===== src/rtl/adc_pkg.sv =====
// Shared constants, FSM state type and small helpers for the ADC scan sequencer.
// Frame geometry follows the ADC128S022 16-clock serial frame.
package adc_pkg;

  localparam int ADC_CHANNELS = 8;
  localparam int ADC_BITS     = 12;
  localparam int FRAME_CLKS   = 16;
  localparam int ADDR_FIRST   = 3;
  localparam int DATA_FIRST   = 5;

  typedef enum logic [1:0] {IDLE, SETUP, SHIFT, QUIET} state_t;

  // Lowest enabled channel strictly above `last`, wrapping 7->0; `last` itself
  // is the lowest-priority candidate, so a single-bit mask repeats its channel.
  function automatic logic [2:0] nextChannel(input logic [ADC_CHANNELS-1:0] mask,
                                             input logic [2:0] last);
    logic [2:0] c;
    nextChannel = last;
    for (int i = ADC_CHANNELS; i >= 1; i--) begin
      c = last + 3'(i);
      if (mask[c]) nextChannel = c;
    end
  endfunction

  function automatic logic addrBit(input logic [4:0] period, input logic [2:0] addr);
    addrBit = 1'b0;
    if (period == 5'(ADDR_FIRST))          addrBit = addr[2];
    else if (period == 5'(ADDR_FIRST + 1)) addrBit = addr[1];
    else if (period == 5'(ADDR_FIRST + 2)) addrBit = addr[0];
  endfunction

endpackage


===== src/rtl/adc_spi_frame.sv =====
// Runs one 16-period SPI frame: drives sclk/din, shifts in the 12 data bits.
// done_o is high during the final cycle of the last sclk-high half-period.
module adc_spi_frame
  import adc_pkg::*;
#(
  parameter int CLK_DIV = 4
) (
  input  logic                clk,
  input  logic                rst,
  input  logic                start_i,
  input  logic [2:0]          addr_i,
  input  logic                dout_i,
  output logic                sclk_o,
  output logic                din_o,
  output logic                done_o,
  output logic [ADC_BITS-1:0] data_o
);

  localparam int PW = (CLK_DIV > 1) ? $clog2(CLK_DIV) : 1;

  logic                active_q;
  logic                high_q;
  logic [PW-1:0]       phase_q;
  logic [4:0]          period_q;
  logic                sclk_q;
  logic                din_q;
  logic [2:0]          addr_q;
  logic [ADC_BITS-1:0] shift_q;
  logic                phaseEnd;

  assign phaseEnd = (phase_q == PW'(CLK_DIV - 1));
  assign done_o   = active_q && high_q && phaseEnd && (period_q == 5'(FRAME_CLKS));
  assign sclk_o   = sclk_q;
  assign din_o    = din_q;
  assign data_o   = shift_q;

  // Each period is CLK_DIV cycles low then CLK_DIV cycles high; din moves only
  // when sclk falls and dout is captured on the edge that raises sclk.
  always_ff @(posedge clk) begin
    if (rst) begin
      active_q <= 1'b0;
      high_q   <= 1'b0;
      phase_q  <= '0;
      period_q <= '0;
      sclk_q   <= 1'b1;
      din_q    <= 1'b0;
      addr_q   <= '0;
      shift_q  <= '0;
    end else if (start_i) begin
      active_q <= 1'b1;
      high_q   <= 1'b0;
      phase_q  <= '0;
      period_q <= 5'd1;
      sclk_q   <= 1'b0;
      din_q    <= addrBit(5'd1, addr_i);
      addr_q   <= addr_i;
      shift_q  <= '0;
    end else if (active_q) begin
      if (!phaseEnd) begin
        phase_q <= phase_q + PW'(1);
      end else begin
        phase_q <= '0;
        if (!high_q) begin
          high_q <= 1'b1;
          sclk_q <= 1'b1;
          if (period_q >= 5'(DATA_FIRST)) shift_q <= {shift_q[ADC_BITS-2:0], dout_i};
        end else begin
          high_q <= 1'b0;
          if (period_q == 5'(FRAME_CLKS)) begin
            active_q <= 1'b0;
            din_q    <= 1'b0;
          end else begin
            period_q <= period_q + 5'd1;
            sclk_q   <= 1'b0;
            din_q    <= addrBit(period_q + 5'd1, addr_q);
          end
        end
      end
    end
  end

endmodule


===== src/rtl/adc_scan_sequencer.sv =====
// Round-robin scan controller for an 8-channel 12-bit serial ADC. Results are
// tagged with the address sent one frame earlier (the ADC's address pipeline).
module adc_scan_sequencer
  import adc_pkg::*;
#(
  parameter int CLK_DIV = 4
) (
  input  logic                    clk,
  input  logic                    rst,
  input  logic                    enable,
  input  logic [ADC_CHANNELS-1:0] ch_mask,
  output logic                    adc_cs_n,
  output logic                    adc_sclk,
  output logic                    adc_din,
  input  logic                    adc_dout,
  output logic                    sample_valid,
  output logic [2:0]              sample_ch,
  output logic [ADC_BITS-1:0]     sample_data,
  input  logic [2:0]              rd_ch,
  output logic [ADC_BITS-1:0]     rd_data,
  output logic                    busy
);

  localparam int PW = (CLK_DIV > 1) ? $clog2(CLK_DIV) : 1;

  state_t              state_q;
  logic [PW-1:0]       phase_q;
  logic [2:0]          curCh_q;
  logic [2:0]          prevCh_q;
  logic                primed_q;
  logic                csN_q;
  logic                busy_q;
  logic                valid_q;
  logic [2:0]          sampleCh_q;
  logic [ADC_BITS-1:0] sampleData_q;
  logic [ADC_BITS-1:0] rdData_q;
  logic [ADC_BITS-1:0] regfile_q [ADC_CHANNELS];
  logic [2:0]          nextCh_d;
  logic                phaseEnd;
  logic                frameStart;
  logic                frameDone;
  logic [ADC_BITS-1:0] frameData;

  // Coming out of IDLE, rotating from channel 7 selects the lowest set bit.
  always_comb begin
    nextCh_d = nextChannel(ch_mask, (state_q == IDLE) ? 3'd7 : curCh_q);
  end

  assign phaseEnd   = (phase_q == PW'(CLK_DIV - 1));
  assign frameStart = (state_q == SETUP) && phaseEnd;

  adc_spi_frame #(.CLK_DIV(CLK_DIV)) uFrame (
    .clk     (clk),
    .rst     (rst),
    .start_i (frameStart),
    .addr_i  (curCh_q),
    .dout_i  (adc_dout),
    .sclk_o  (adc_sclk),
    .din_o   (adc_din),
    .done_o  (frameDone),
    .data_o  (frameData)
  );

  // Frame FSM plus result publication; the data of a frame belongs to the
  // channel addressed in the previous frame, so the first one is discarded.
  always_ff @(posedge clk) begin
    if (rst) begin
      state_q      <= IDLE;
      phase_q      <= '0;
      curCh_q      <= '0;
      prevCh_q     <= '0;
      primed_q     <= 1'b0;
      csN_q        <= 1'b1;
      busy_q       <= 1'b0;
      valid_q      <= 1'b0;
      sampleCh_q   <= '0;
      sampleData_q <= '0;
      rdData_q     <= '0;
      for (int i = 0; i < ADC_CHANNELS; i++) regfile_q[i] <= '0;
    end else begin
      valid_q  <= 1'b0;
      rdData_q <= regfile_q[rd_ch];
      case (state_q)
        IDLE: begin
          if (enable && (ch_mask != '0)) begin
            state_q <= SETUP;
            phase_q <= '0;
            curCh_q <= nextCh_d;
            csN_q   <= 1'b0;
            busy_q  <= 1'b1;
          end
        end
        SETUP: begin
          if (phaseEnd) begin
            state_q <= SHIFT;
            phase_q <= '0;
          end else begin
            phase_q <= phase_q + PW'(1);
          end
        end
        SHIFT: begin
          if (frameDone) begin
            state_q  <= QUIET;
            phase_q  <= '0;
            csN_q    <= 1'b1;
            busy_q   <= 1'b0;
            prevCh_q <= curCh_q;
            primed_q <= 1'b1;
            if (primed_q) begin
              valid_q             <= 1'b1;
              sampleCh_q          <= prevCh_q;
              sampleData_q        <= frameData;
              regfile_q[prevCh_q] <= frameData;
            end
          end
        end
        QUIET: begin
          if (phaseEnd) begin
            phase_q <= '0;
            if (enable && (ch_mask != '0)) begin
              state_q <= SETUP;
              curCh_q <= nextCh_d;
              csN_q   <= 1'b0;
              busy_q  <= 1'b1;
            end else begin
              state_q  <= IDLE;
              primed_q <= 1'b0;
            end
          end else begin
            phase_q <= phase_q + PW'(1);
          end
        end
        default: state_q <= IDLE;
      endcase
    end
  end

  assign adc_cs_n     = csN_q;
  assign busy         = busy_q;
  assign sample_valid = valid_q;
  assign sample_ch    = sampleCh_q;
  assign sample_data  = sampleData_q;
  assign rd_data      = rdData_q;

endmodule

===== config.mk =====
export PLATFORM = sky130hd
export DESIGN_NAME = adc_scan_sequencer
export DESIGN_NICKNAME = d
export VERILOG_FILES = /design/src/rtl/adc_pkg.sv /design/src/rtl/adc_spi_frame.sv /design/src/rtl/adc_scan_sequencer.sv
export SDC_FILE = /design/constraint.sdc
export NUM_CORES = 1
export LEC_CHECK = 0
export ABC_AREA = 0
export CELL_PAD_IN_SITES_DETAIL_PLACEMENT = 0
export CELL_PAD_IN_SITES_GLOBAL_PLACEMENT = 1
export CORE_MARGIN = 2
export CORE_UTILIZATION = 43
export DETAILED_ROUTE_END_ITERATION = 16
export HOLD_SLACK_MARGIN = 0.03
export PLACE_DENSITY = 0.82
export SYNTH_ARGS = -nofsm -noshare
export SYNTH_HDL_FRONTEND = slang
export SYNTH_SLANG_ARGS = --single-unit

===== constraint.sdc =====
create_clock -name clk -period 4.4 [get_ports clk]
set_input_delay 0.44 -clock clk [delete_from_list [all_inputs] [get_ports clk]]
set_output_delay 0.44 -clock clk [all_outputs]
set_load 0.01 [all_outputs]

==> summary by stage <==
Status
The run finished with clean final reports.

Clock tree
The clock latency at the later pin of the worst-skew pair is ~0.43 ns. In this run, post-CTS hold repair placed 0 buffers. The number of setup buffers added after CTS is 0. The total number of clock tree sinks is 163. The TritonCTS clock tree is built. The clock root buffer is clkbuf_16. The clock edge transition at the registers on the reported setup and hold paths is 0.06 ns. No sink is reached through more buffers than the 2 on the longest clock path. The H-tree generated during clock tree synthesis spans 4 levels.

After clock tree synthesis, the repair step resized 0 gates. The number of buffers added by the clock tree synthesis step is 17.

Final layout
Compared with the post-synthesis result, the final layout area differs by 15.6%. The fraction of final layout cells sized beyond drive strength 1 is 0.138. The diode insertion count for antenna repair is 0.

The post-route standard cell area excluding fillers is 9180 sq um. The layout has roughly 1600 filler cells. In the layout the commonest cells are 97 x and2_1, 96 x edfxtp_1, 67 x dfxtp_1. The most common cell after layout, fill and taps aside is and2_1. For this run, the post-layout net count is 741. The number of standard cells in the final layout excluding fillers is between 900 and 1000.

Power and ir drop
The leakage power figure is approximately 3.3 nW. The maximum vdd ir drop is around 310 uV. In this run the power density over the cells is 512 nW/um^2.

Timing
Setup repair after global routing left no endpoint under its margin. Headroom to the max-slew limit came out at 0.184. Setup violations remaining at the end of the flow were counted as 0. The clock skew is approximately 0.011 ns.

The transition time of the tightest slew-check pin is 1.22 ns. The part of the cycle the worst path needs is 0.754. The final-report max-slew violation count is 0. The number of hold violations in the final report was 0. The smallest clock period supported by the final layout is computed as 3.32 ns. For the final routed database, the setup TNS stands at 0 ns. Based on the critical path, the design can be clocked at up to 302 MHz.

GRT
Entering global routing, the biggest net connects 53 pins. The via count of the first global-routing pass is between 5000 and 6000. The overall overflow remaining after global route is 0. The global-route wire length before repair is about 30 mm. The global routing usage summed across all routing layers is 0.194. The initial antenna violation count came to 0.

Yosys
After synthesis, the netlist uses 71 different library cells. The Yosys step of the flow raised 0 warnings. Counting flops with a built-in enable in the synthesized netlist gives 96. The average instance in the mapped netlist occupies between 10 and 15 sq um. In the synthesized netlist the dominant register cell turns out to be edfxtp_1. The area of the mapped netlist is between 7000 and 8000 sq um. Of the synthesized area, sequential elements account for 0.532. In this run, synthesis produced a sequential element count of 163.

The post-synthesis net count is 711. The gate count of the mapped netlist is 683. After synthesis, the share of flip-flops with an asynchronous set or reset is 0.

Floorplan
The initialized floorplan defines 49 standard-cell rows. 47 I/O pins were placed. The vertical die dimension is ~140 um. After floorplanning, the core was sized to cover 18000 sq um.

The overall die width is around 140 um. The starting utilization of the core area is 0.440. The floorplan step defined a die boundary enclosing 19600 sq um.

Worst setup path
Broken down by cell family, the worst path's largest delay share belongs to flip-flops. Data on the critical path arrives at its endpoint at 3.67 ns. The worst setup path is captured at a flip-flop. The critical path class is flip-flop to flip-flop. STA puts the critical path data required time at 4.75 ns. The worst setup path is launched from a flip-flop. The largest individual stage delay along the critical path comes from the cell dfxtp_1.

The signal on the critical path passes through nor2_4, inv_2, ha_1, mux2i_1, mux2i_1, mux2_4, or3_1, a311o_2, o211ai_2. Together, buffers and inverters on the worst path number 1. On the worst path, the slowest cell contributes a delay of 0.95 ns.

The highest fanout seen on the critical path is 21. The most repeated library cell on the critical path is mux2i_1.

Placement
Once placement finished, the instance area stood at 8560 sq um. Once detailed placement completed, the half-perimeter wirelength came to around 13 mm. The number of I/O port buffers is 46. The routability congestion estimate is 0.797. After detailed placement, the design holds a cell count of 923.

Routing
In this run, the number of DRC markers left after iteration 0 of detailed routing was 365. Dividing the detail-routed wire length by the instance count gives approximately 19 um. Once detail routing completed, the nets flagged for antenna violations numbered 0. Wires add up to 18.3 mm. The first-pass iteration count of the detailed router is 5.

Summing over every cut layer, the via total after detailed routing is 5258. The vias per cell is 5.51. In the routed design, unresolved DRC markers number 0.

Min path
The path category of the worst min-delay check is input pin to flip-flop.

Flow run
The count of max-cap constraint violations is 0.
final timing paths:
kind              slack (ns)                   startpoint                          end  cells after the start
setup / recovery        1.08      curCh_q[0]$_SDFFE_PP0P_      curCh_q[1]$_SDFFE_PP0P_                      9
hold / removal          0.41                          rst   uFrame.sclk_o$_SDFFE_PP1P_                      3
setup reg to reg        1.08      curCh_q[0]$_SDFFE_PP0P_      curCh_q[1]$_SDFFE_PP0P_                      9
hold reg to reg         0.46  sample_data[7]$_SDFFE_PP0N_  sample_data[7]$_SDFFE_PP0N_                      2
cell families (layout without fill, tap and decap cells):
| kind of cell | count (synthesis) | after routing | synth area share |
|---|---|---|---|
| AOI/OAI and AO/OA | 86 | 86 | 0.0729 |
| xor gates and xnor gates | 9 | 9 | 0.0118 |
| adders and majority gates | 13 | 13 | 0.0205 |
| buffers and inverters | 61 | 104 | 0.0347 |
| DFF | 163 | 163 | 0.532 |
| muxes | 78 | 78 | 0.143 |
| and+or+nand+nor | 273 | 273 | 0.185 |
where the power goes:
part	leakage [nW]	internal [W]	switching (W)	total [W]
Clock	0.288	0.000956	0.000607	0.00156
Combinational	1.50	0.000591	0.000775	0.00137
Sequential	1.47	0.00169	0.0000780	0.00177
cell type report:
cell class,instances,area (sq um),area share
Timing Repair Buffer,60,561,0.0611
Sequential cell,163,4220,0.460
Tap cell,229,287,0.0312
Clock inverter,11,178,0.0194
Multi-Input combinational cell,459,3440,0.375
Inverter,12,45.0,0.00491
Clock buffer,21,440,0.0480
tightest hold or removal path, stage by stage:
cell and delay [ns]:
buf_2 0.10, inv_1 0.16, nand2_1 0.10
metal layers:
| metal | routed length, um | vias to the layer above | track usage | share of wire |
|---|---|---|---|---|
| li1 | - | 2502 | - | - |
| met1 | 8050 | 2584 | 0.252 | 0.44 |
| met2 | 9010 | 149 | 0.330 | 0.49 |
| met3 | 926 | 23 | 0.0382 | 0.051 |
| met4 | 301 | 0 | 0.0605 | 0.016 |
| met5 | 0 | - | 0 | 0 |
metrics by stage:
stage	utilization	power (W)	hold WS, ns	setup slack (ns)
after global placement	0.475	0.00315	0.451	1.09
after CTS	0.509	0.00471	0.399	1.09
after floorplan	-	0.00285	0.437	1.36
final	0.509	0.00470	0.409	1.08
after global routing	0.509	0.00489	0.448	0.817
after detailed placement	0.475	0.00315	0.453	1.13
sequential cells by signal (all words and copies together), names as in the netlist:
register / count
adc_cs_n: 1
busy: 1
curCh_q: 3
phase_q: 2
prevCh_q: 3
primed_q: 1
rd_data: 12
regfile_q: 96
sample_ch: 3
sample_data: 12
sample_valid: 1
state_q: 2
uFrame.active_q: 1
uFrame.addr_q: 3
uFrame.data_o: 12
uFrame.din_o: 1
uFrame.high_q: 1
uFrame.period_q: 5
uFrame.phase_q: 2
uFrame.sclk_o: 1
cells in the mapped netlist, types with 2 or more instances:
cell type | number | area share
or4_1 | 2 | 0.0019
xor2_1 | 3 | 0.0033
nand3_1 | 9 | 0.0057
nor3_1 | 13 | 0.0082
nand3b_1 | 2 | 0.0019
edfxtp_1 | 96 | 0.36
a21oi_1 | 30 | 0.019
nor2_1 | 53 | 0.025
o21ba_2 | 2 | 0.0025
nor2b_1 | 4 | 0.0032
nor2_4 | 3 | 0.0043
o21ai_0 | 16 | 0.010
o21a_1 | 4 | 0.0038
a211oi_1 | 5 | 0.0047
inv_1 | 11 | 0.0052
nor2_2 | 2 | 0.0016
or2_2 | 6 | 0.0047
ha_1 | 13 | 0.020
nand2b_1 | 3 | 0.0024
buf_6 | 3 | 0.0043
xnor2_1 | 4 | 0.0044
mux4_1 | 2 | 0.0066
mux2_2 | 3 | 0.0043
a22oi_1 | 2 | 0.0019
xnor2_2 | 2 | 0.0041
and2_1 | 97 | 0.076
nand2_1 | 54 | 0.026
nand4_1 | 4 | 0.0032
mux2i_1 | 47 | 0.059
or3_1 | 8 | 0.0063
clkbuf_1 | 37 | 0.018
buf_2 | 6 | 0.0038
nor4_1 | 2 | 0.0016
dfxtp_1 | 67 | 0.17
a311oi_1 | 2 | 0.0022
o32ai_1 | 4 | 0.0044
mux4_2 | 25 | 0.071
buf_1 | 2 | 0.00095
a31oi_1 | 3 | 0.0024
No activity file was read; power rests on OpenSTA's default activity.
